File: config.mk
export PLATFORM = sky130hd
export DESIGN_NAME = fifo_word_byte_unpacker
export DESIGN_NICKNAME = d
export VERILOG_FILES = /design/src/rtl/fifo_unpack_pkg.sv /design/src/rtl/fifo_word_byte_unpacker_nibble_to_ascii.sv /design/src/rtl/fifo_word_byte_unpacker.sv
export SDC_FILE = /design/constraint.sdc
export NUM_CORES = 1
export LEC_CHECK = 0
export ABC_AREA = 1
export ABC_CLOCK_PERIOD_IN_PS = 2020
export BUFFER_PORTS_ARGS = -buffer_cell sky130_fd_sc_hd__clkbuf_2
export CORE_UTILIZATION = 40
export DETAILED_ROUTE_END_ITERATION = 10
export GPL_TIMING_DRIVEN = 0
export HOLD_SLACK_MARGIN = 0.06
export SLEW_MARGIN = 20
export SYNTH_ARGS = -nofsm -noshare
export SYNTH_HDL_FRONTEND = slang
export SYNTH_HIERARCHICAL = 1
export SYNTH_SLANG_ARGS = --single-unit
File: constraint.sdc
create_clock -name clk -period 2.02 [get_ports clk]
set_input_delay 0 -clock clk [delete_from_list [all_inputs] [get_ports clk]]
set_output_delay 0 -clock clk [all_outputs]
set_load 0.005 [all_outputs]
File: src/rtl/fifo_unpack_pkg.sv
// Shared definitions for the word-to-byte unpacker: FSM encoding and stream constants.
package fifo_unpack_pkg;

    typedef enum logic [1:0] {
        ST_IDLE = 2'd0,
        ST_RD   = 2'd1,
        ST_WAIT = 2'd2,
        ST_SEND = 2'd3
    } state_e;

    localparam logic [7:0] ASCII_CR  = 8'h0D;
    localparam logic [7:0] ASCII_LF  = 8'h0A;
    localparam int         BYTES_RAW = 4;
    localparam int         CHARS_HEX = 10;

endpackage

File: src/rtl/fifo_word_byte_unpacker_nibble_to_ascii.sv
// Combinational nibble to ASCII hex character ('0'-'9', 'A'-'F').
// Exists only when UNPACK_HEX_ASCII_EN is defined.
`ifdef UNPACK_HEX_ASCII_EN
module nibble_to_ascii (
    input  logic [3:0] nibble,
    output logic [7:0] ascii
);

    always_comb begin
        if (nibble < 4'd10) ascii = 8'h30 + {4'h0, nibble};
        else                ascii = 8'h37 + {4'h0, nibble};
    end

endmodule
`endif

File: src/rtl/fifo_word_byte_unpacker.sv
// Drains 32-bit words from the RX word FIFO and streams them bytewise to the UART TX.
// Macro UNPACK_HEX_ASCII_EN: emit each word as 8 ASCII hex chars followed by CR, LF.
//   state | meaning
//   IDLE  | waiting for a word in the FIFO
//   RD    | one-cycle read strobe to the FIFO
//   WAIT  | covering the FIFO read latency, then capture the word
//   SEND  | presenting bytes/chars on the valid/ready stream
module fifo_word_byte_unpacker
    import fifo_unpack_pkg::*;
#(
    parameter int MSB_FIRST   = 1,
    parameter int FIFO_RD_LAT = 1
) (
    input  logic        clk,
    input  logic        rst,
    input  logic        fifo_empty,
    output logic        fifo_rd_en,
    input  logic [31:0] fifo_dout,
    input  logic        rx_finish,
    output logic [7:0]  tx_data,
    output logic        tx_valid,
    input  logic        tx_ready,
    output logic        busy,
    output logic        frame_done
);

`ifdef UNPACK_HEX_ASCII_EN
    localparam int CNT_W    = 4;
    localparam int LAST_IDX = CHARS_HEX - 1;
`else
    localparam int CNT_W    = 2;
    localparam int LAST_IDX = BYTES_RAW - 1;
`endif
    localparam int LAT_W = 2;

    state_e             state_q, state_d;
    logic [31:0]        shift_q, shift_d;
    logic [CNT_W-1:0]   cnt_q, cnt_d;
    logic [LAT_W-1:0]   lat_q, lat_d;
    logic               pending_q, pending_d;

    logic [7:0]         cur_byte;
    logic [7:0]         tx_byte;
    logic               shift_en;
    logic               hs;
    logic               last;

    assign cur_byte = (MSB_FIRST != 0) ? shift_q[31:24] : shift_q[7:0];

`ifdef UNPACK_HEX_ASCII_EN
    logic [3:0] nibble;
    logic [7:0] nibble_ascii;

    // Upper nibble on even counts; counts 8 and 9 are the CR/LF trailer.
    assign nibble = cnt_q[0] ? cur_byte[3:0] : cur_byte[7:4];

    nibble_to_ascii u_nibble_to_ascii (
        .nibble (nibble),
        .ascii  (nibble_ascii)
    );

    always_comb begin
        if (cnt_q == 4'd8)      tx_byte = ASCII_CR;
        else if (cnt_q == 4'd9) tx_byte = ASCII_LF;
        else                    tx_byte = nibble_ascii;
    end

    assign shift_en = cnt_q[0] && (cnt_q < 4'd8);
`else
    assign tx_byte  = cur_byte;
    assign shift_en = 1'b1;
`endif

    assign hs   = (state_q == ST_SEND) && tx_ready;
    assign last = (cnt_q == CNT_W'(LAST_IDX));

    always_comb begin
        state_d   = state_q;
        shift_d   = shift_q;
        cnt_d     = cnt_q;
        lat_d     = lat_q;
        case (state_q)
            ST_IDLE: if (!fifo_empty) state_d = ST_RD;
            ST_RD: begin
                state_d = ST_WAIT;
                lat_d   = LAT_W'(FIFO_RD_LAT - 1);
            end
            ST_WAIT: begin
                if (lat_q == '0) begin
                    shift_d = fifo_dout;
                    cnt_d   = '0;
                    state_d = ST_SEND;
                end else begin
                    lat_d = lat_q - LAT_W'(1);
                end
            end
            ST_SEND: begin
                if (hs) begin
                    if (shift_en) begin
                        shift_d = (MSB_FIRST != 0) ? {shift_q[23:0], 8'h00}
                                                   : {8'h00, shift_q[31:8]};
                    end
                    if (last) begin
                        cnt_d   = '0;
                        state_d = fifo_empty ? ST_IDLE : ST_RD;
                    end else begin
                        cnt_d = cnt_q + CNT_W'(1);
                    end
                end
            end
            default: state_d = ST_IDLE;
        endcase
    end

    // A frame completes only once the FIFO is drained and the FSM has settled in IDLE.
    assign frame_done = pending_q && (state_q == ST_IDLE) && fifo_empty;
    assign pending_d  = (pending_q && !frame_done) || rx_finish;

    always_ff @(posedge clk) begin
        if (rst) begin
            state_q   <= ST_IDLE;
            shift_q   <= '0;
            cnt_q     <= '0;
            lat_q     <= '0;
            pending_q <= 1'b0;
        end else begin
            state_q   <= state_d;
            shift_q   <= shift_d;
            cnt_q     <= cnt_d;
            lat_q     <= lat_d;
            pending_q <= pending_d;
        end
    end

    assign fifo_rd_en = (state_q == ST_RD);
    assign tx_valid   = (state_q == ST_SEND);
    assign busy       = (state_q != ST_IDLE);
    assign tx_data    = tx_valid ? tx_byte : 8'h00;

endmodule

==> flow_metrics.py, run 1 <==
metrics = {
    "clock_network": {
        "cts_tree": "done",
        "clock_tree.root_cell": "clkbuf_8",
        "cts_buffer_depth": 2,
        "cts_setup_buffers": 0,
        "clk_pin_slew_worst_paths_ns": 0.08,
        "cts_resized": 0,
        "clk_latency_ns": 0.29,
        "htree_levels": 2,
        "cts_made_buffers": 5,
        "cts_num_sinks": 39,
    },
    "placement": {
        "place_area_um2": 2550,
        "globalplace.congestion": 0.788,
        "dp_cells": 482,
        "place_hpwl_um": 3730,
        "io_buffers": 48,
    },
    "logic_synthesis": {
        "synth_xor_area_frac": 0,
        "ys_seq_area_frac": 0.352,
        "yosysWarnings": 6,
        "synth_cell_types": 19,
        "synth_mux_area_frac": 0,
        "synth_compound_area_frac": 0.0936,
        "synth.avg_cell_area_um2": 6.10,
        "synth_top_family_by_area": "simple AND/OR/NAND/NOR gates",
        "syn_inst": 364,
        "synth.ff_latch_count": 39,
        "syn_area_um2": 2220,
        "yosys.area_share.simple": 0.324,
        "synth-adder-area-share": 0.0451,
        "syn_nets": 409,
    },
    "routing": {
        "via_per_inst": 4.36,
        "drtIter0Drc": 129,
        "post_drt_wl_per_cell_um": 10.5,
        "drt-total-wl_um": 5270,
        "ant_nets": 0,
        "via_count": 2182,
        "drc_errors": 0,
        "drt_pass1_iterations": 4,
    },
    "finish": {
        "instances_no_fill": 500,
        "multi_input_area_um2": 1030,
        "drive_above_1_share": 0.153,
        "n_fill_cell": 573,
        "layout.nets": 474,
        "layout.area.seq_um2": 781,
        "area.growth.synth_to_final_pct": 22.9,
        "antenna_cells": 0,
        "final_cell_area_um2": 2730,
    },
    "floorplan": {
        "core_um2": 5240,
        "initial_core_util": 0.424,
        "io_pins": 49,
        "die_x_um": 76.5,
        "placementRows": 26,
        "die-area_um2": 5850,
        "die_h_um": 76.5,
    },
    "grt": {
        "grt_pass1_vias": 1968,
        "grt_use_total": 0.192,
        "grt_first_pass_wirelength_um": 9010,
        "antenna_found_initial": 0,
        "grt_max_degree": 12,
        "grt_overflow": 0,
    },
    "sta": {
        "rsz0062_at_grt": "false",
        "drv_slew": 0,
        "tightest_slew_ns": 0.494,
        "timing.final.crit_share": 0.884,
        "final.setup.tns_ns": 0,
        "fin_worst_skew_ns": 0.00491,
        "setup_viol": 0,
        "fmaxAchievable_ghz": 0.560,
        "relSlewSlack": 0.671,
        "min_period_ns": 1.79,
        "final_hold_viol_count": 0,
    },
    "setup_path": {
        "required_ns": 2.25,
        "slowest_delay_ns": 0.43,
        "regToRegEndpoint": "shift_q[1]",
        "worst-path-buf-inv": 2,
        "worstPathCellList": "inv_1, ha_1, nand2_1, clkbuf_1, nand4_1, a21oi_1",
        "crit_fanout": 10,
        "slowest_stage": "dfxtp_1",
        "end_kind": "flop",
        "reg2reg_depth": 6,
        "critical_path_arrival_ns": 2.01,
        "worst-setup-path-type": "reg2reg",
        "crit_family": "buffers and inverters",
        "reg2reg_slack_ns": 0.23,
        "startpoint_type": "flop",
        "r2r-start": "state_q[0]",
    },
    "power_and_ir_drop": {
        "p_leak_nw": 1.54,
        "peakVddDrop_uv": 455,
        "power_density_nw_per_um2": 1100,
    },
    "worst_hold_path": {
        "worstHoldStart": "fifo_empty",
        "hold_path_depth": 4,
        "hold_class": "in2reg",
        "whs_endpoint": "pending_q",
    },
    "run": {
        "cap_violations": 0,
    },
    "outcome": {
        "status": "finished, final reports clean",
    },
}
## placed cells by master, fill, tap and decap left out
master	count
buf_8	2
clkinv_2	1
inv_1	77
nor2_1	63
clkbuf_1	11
buf_6	2
clkbuf_8	5
or2_4	1
dlygate4sd3_1	10
o21a_1	1
buf_4	1
dfxtp_1	39
nand2_1	101
nand3_1	2
a21oi_1	13
nand4_1	10
nor3_1	1
clkinv_1	1
buf_2	5
o21ai_0	27
ha_1	8
clkbuf_2	48
nand3_4	1
## sequential cells by signal, indices dropped and copies added, names as in the netlist
| name | cells |
|---|---|
| lat_q | 2 |
| shift_q | 32 |
| cnt_q | 2 |
| pending_q | 1 |
| state_q | 2 |
## cell usage after synthesis
master	instances	area (µm²)
buf_8	2	30.0
clkinv_1	1	3.75
o21a_1	1	7.51
buf_2	5	25.0
a21oi_1	13	65.1
nor2_1	63	236
buf_6	2	22.5
o21ai_0	27	135
nand3_1	2	10.0
clkbuf_1	9	33.8
nand4_1	10	62.6
inv_1	77	289
nand2_1	101	379
nand3_4	1	17.5
ha_1	8	100
nor3_1	1	5.00
buf_4	1	7.51
dfxtp_1	39	781
or2_4	1	8.76
## worst max path at each step
stage	startpoint	to	slack, ns	cells after the start
floorplan	state_q[0]	cnt_q[1]	0.54	6
global placement	state_q[0]	shift_q[4]	0.25	6
detailed placement	state_q[0]	shift_q[4]	0.27	6
CTS	state_q[0]	shift_q[5]	0.22	6
global route	state_q[0]	shift_q[1]	0.02	6
finish	state_q[0]	shift_q[1]	0.23	6
## worst min-delay path: cells and delay by family
kind,cells,cell delay (ns)
compound gates,1,0.07
simple gates,2,0.16
buf+inv,1,0.09
## where the power goes
part,switching (mW),internal [mW],total (mW)
logic,0.741,0.507,1.25
clock network,0.276,0.243,0.518
registers,0.164,1.07,1.24
total,1.18,1.82,3.00
## through the flow
stage | utilization | setup WS (ns) | power [mW] | hold WS, ns
after floorplan | - | 0.538 | 2.18 | 0.0691
after global placement | 0.486 | 0.252 | 2.48 | 0.211
after detailed placement | 0.486 | 0.275 | 2.49 | 0.222
after CTS | 0.521 | 0.224 | 3.03 | 0.0627
after global routing | 0.521 | 0.0201 | 3.29 | 0.0807
final | 0.521 | 0.234 | 3.00 | 0.0612
## metal layers
metal / vias to the layer above / share of wire / global-route usage
met5: - / 0 / 0
met1: 938 / 0.48 / 0.254
met4: 0 / 0.013 / 0.0654
met2: 39 / 0.47 / 0.312
met3: 6 / 0.040 / 0.0335
li1: 1199 / - / -
## cell families after synthesis
kind of cell	Yosys count
AO/OA/AOI/OAI	41
adder cells (fa/ha/maj)	8
buffers and inverters	97
flip-flops	39
AND/OR/NAND/NOR	179
## cell type report
cell class,instances,area share
Buffer,19,0.0436
Sequential cell,39,0.286
Multi-Input combinational cell,228,0.376
Clock inverter,1,0.00183
Tap cell,70,0.0321
Timing Repair Buffer,58,0.125
Clock buffer,7,0.0280
Inverter,78,0.107
## repair_timing
item / in CTS / in global routing
hold buffers: 10 / 0
endpoints found under the hold margin: 11 / 0
endpoints found under the setup margin: 0 / 0
Note: power is estimated with default switching activity, not from simulation.
==> run 2: changes to the inputs <==
Settings changed: RECOVER_POWER set to 50.
==> flow_metrics.py, run 2 (same netlist as run 1, synthesis figures left out) <==
metrics = {
    "outcome": {
        "status": "finished, final reports clean",
    },
    "clock_network": {
        "cts_buffer_depth": 2,
        "cts_resized": 0,
        "clock_tree.root_cell": "clkbuf_8",
        "htree_levels": 2,
        "cts_num_sinks": 39,
        "cts_tree": "done",
        "clk_pin_slew_worst_paths_ns": 0.07,
        "cts_made_buffers": 5,
        "clk_latency_ns": 0.29,
    },
    "routing": {
        "drt_pass1_iterations": 4,
        "post_drt_wl_per_cell_um": 10.6,
        "drc_errors": 0,
        "via_per_inst": 4.39,
        "via_count": 2194,
        "drtIter0Drc": 134,
        "drt-total-wl_um": 5290,
        "ant_nets": 0,
    },
    "floorplan": {
        "die_h_um": 76.5,
        "placementRows": 26,
        "initial_core_util": 0.424,
        "die_x_um": 76.5,
        "core_um2": 5240,
        "io_pins": 49,
        "die-area_um2": 5850,
    },
    "finish": {
        "layout.nets": 474,
        "area.growth.synth_to_final_pct": 22.5,
        "regMostFlops": "shift_q",
        "antenna_cells": 0,
        "largest_reg_flops": 32,
        "mostFrequentLayoutCell": "nand2_1",
        "final_cell_mix": "nand2_1 (101), inv_1 (77), nor2_1 (63)",
        "drive_above_1_share": 0.149,
    },
    "run": {
        "cap_violations": 0,
    },
    "setup_path": {
        "crit_fanout": 10,
        "reg2reg_slack_ns": 0.19,
        "startpoint_type": "flop",
        "required_ns": 2.24,
        "end_kind": "flop",
        "critical_path_arrival_ns": 2.05,
        "worst-setup-path-type": "reg2reg",
    },
    "sta": {
        "timing.final.crit_share": 0.905,
        "rsz0062_at_grt": "false",
        "fin_worst_skew_ns": 0.00498,
        "drv_slew": 0,
        "final.setup.tns_ns": 0,
        "setup_viol": 0,
        "fmaxAchievable_ghz": 0.547,
        "setup_ws_ns": 0.191,
        "tightest_slew_ns": 0.507,
        "min_period_ns": 1.83,
        "relSlewSlack": 0.662,
        "final_hold_viol_count": 0,
    },
    "power_and_ir_drop": {
        "p_leak_nw": 1.54,
        "peakVddDrop_uv": 450,
        "power_density_nw_per_um2": 1100,
    },
    "placement": {
        "io_buffers": 48,
        "globalplace.congestion": 0.788,
        "post-place-ws_ns": 0.275,
        "place_hpwl_um": 3730,
    },
    "grt": {
        "grt_first_pass_wirelength_um": 9010,
        "grt_use_total": 0.192,
        "grt_pass1_vias": 1968,
        "grt_overflow": 0,
        "antenna_found_initial": 0,
        "grt_max_degree": 12,
    },
    "worst_hold_path": {
        "hold_class": "in2reg",
    },
}
run 2: report_power, final:
part           internal (mW)  total [mW]  switching [mW]
combinational          0.491        1.23           0.741
clock                  0.243       0.516           0.274
sequential              1.07        1.24           0.164
run 2: per-stage QoR:
stage                util  cell area (µm²)  power, mW  hold slack, ns  cells
finish              0.519             2720       2.98          0.0633    500
detailed placement  0.486             2550       2.49           0.222    482
CTS                 0.521             2730       3.03          0.0627    500
floorplan               -             2220       2.18          0.0691    364
global route        0.519             2720       3.27          0.0807    500
global placement    0.486             2550       2.48           0.211    482
run 2: cell type report:
cell class | count | area (µm²)
fillers | 575 | 2520
flip-flops and latches | 39 | 781
multi-input cells | 228 | 1030
clock inverters | 1 | 5.00
inverters | 78 | 293
plain buffers | 19 | 111
well taps | 70 | 87.6
repair buffers | 58 | 339
clock buffers | 7 | 76.3
run 2: worst paths after layout:
kind	startpoint	to	depth (start not counted)
min	fifo_empty	pending_q	4
min reg2reg	lat_q[0]	lat_q[0]	1
max reg2reg	state_q[0]	cnt_q[1]	7
max	state_q[0]	cnt_q[1]	7
run 2: critical path, stage by stage (launching register included):
cell and delay [ns]:
dfxtp_1 0.43, inv_1 0.12, ha_1 0.24, or2_4 0.25, nand3_4 0.07, clkbuf_1 0.41
nand2_1 0.10, a21oi_1 0.14
run 2: what timing repair did:
action | 4_1_cts | 5_1_grt
hold buffers | 10 | 0
hold endpoints to repair | 11 | 0
buffers inserted | 0 | 0
run 2: layer usage:
metal / GRT usage / vias to the layer above / wire, µm / part of all wire
li1: - / 1199 / - / -
met1: 0.254 / 948 / 2530 / 0.48
met2: 0.312 / 41 / 2500 / 0.47
met3: 0.0335 / 6 / 183 / 0.035
met4: 0.0654 / 0 / 67 / 0.013
met5: 0 / - / 0 / 0
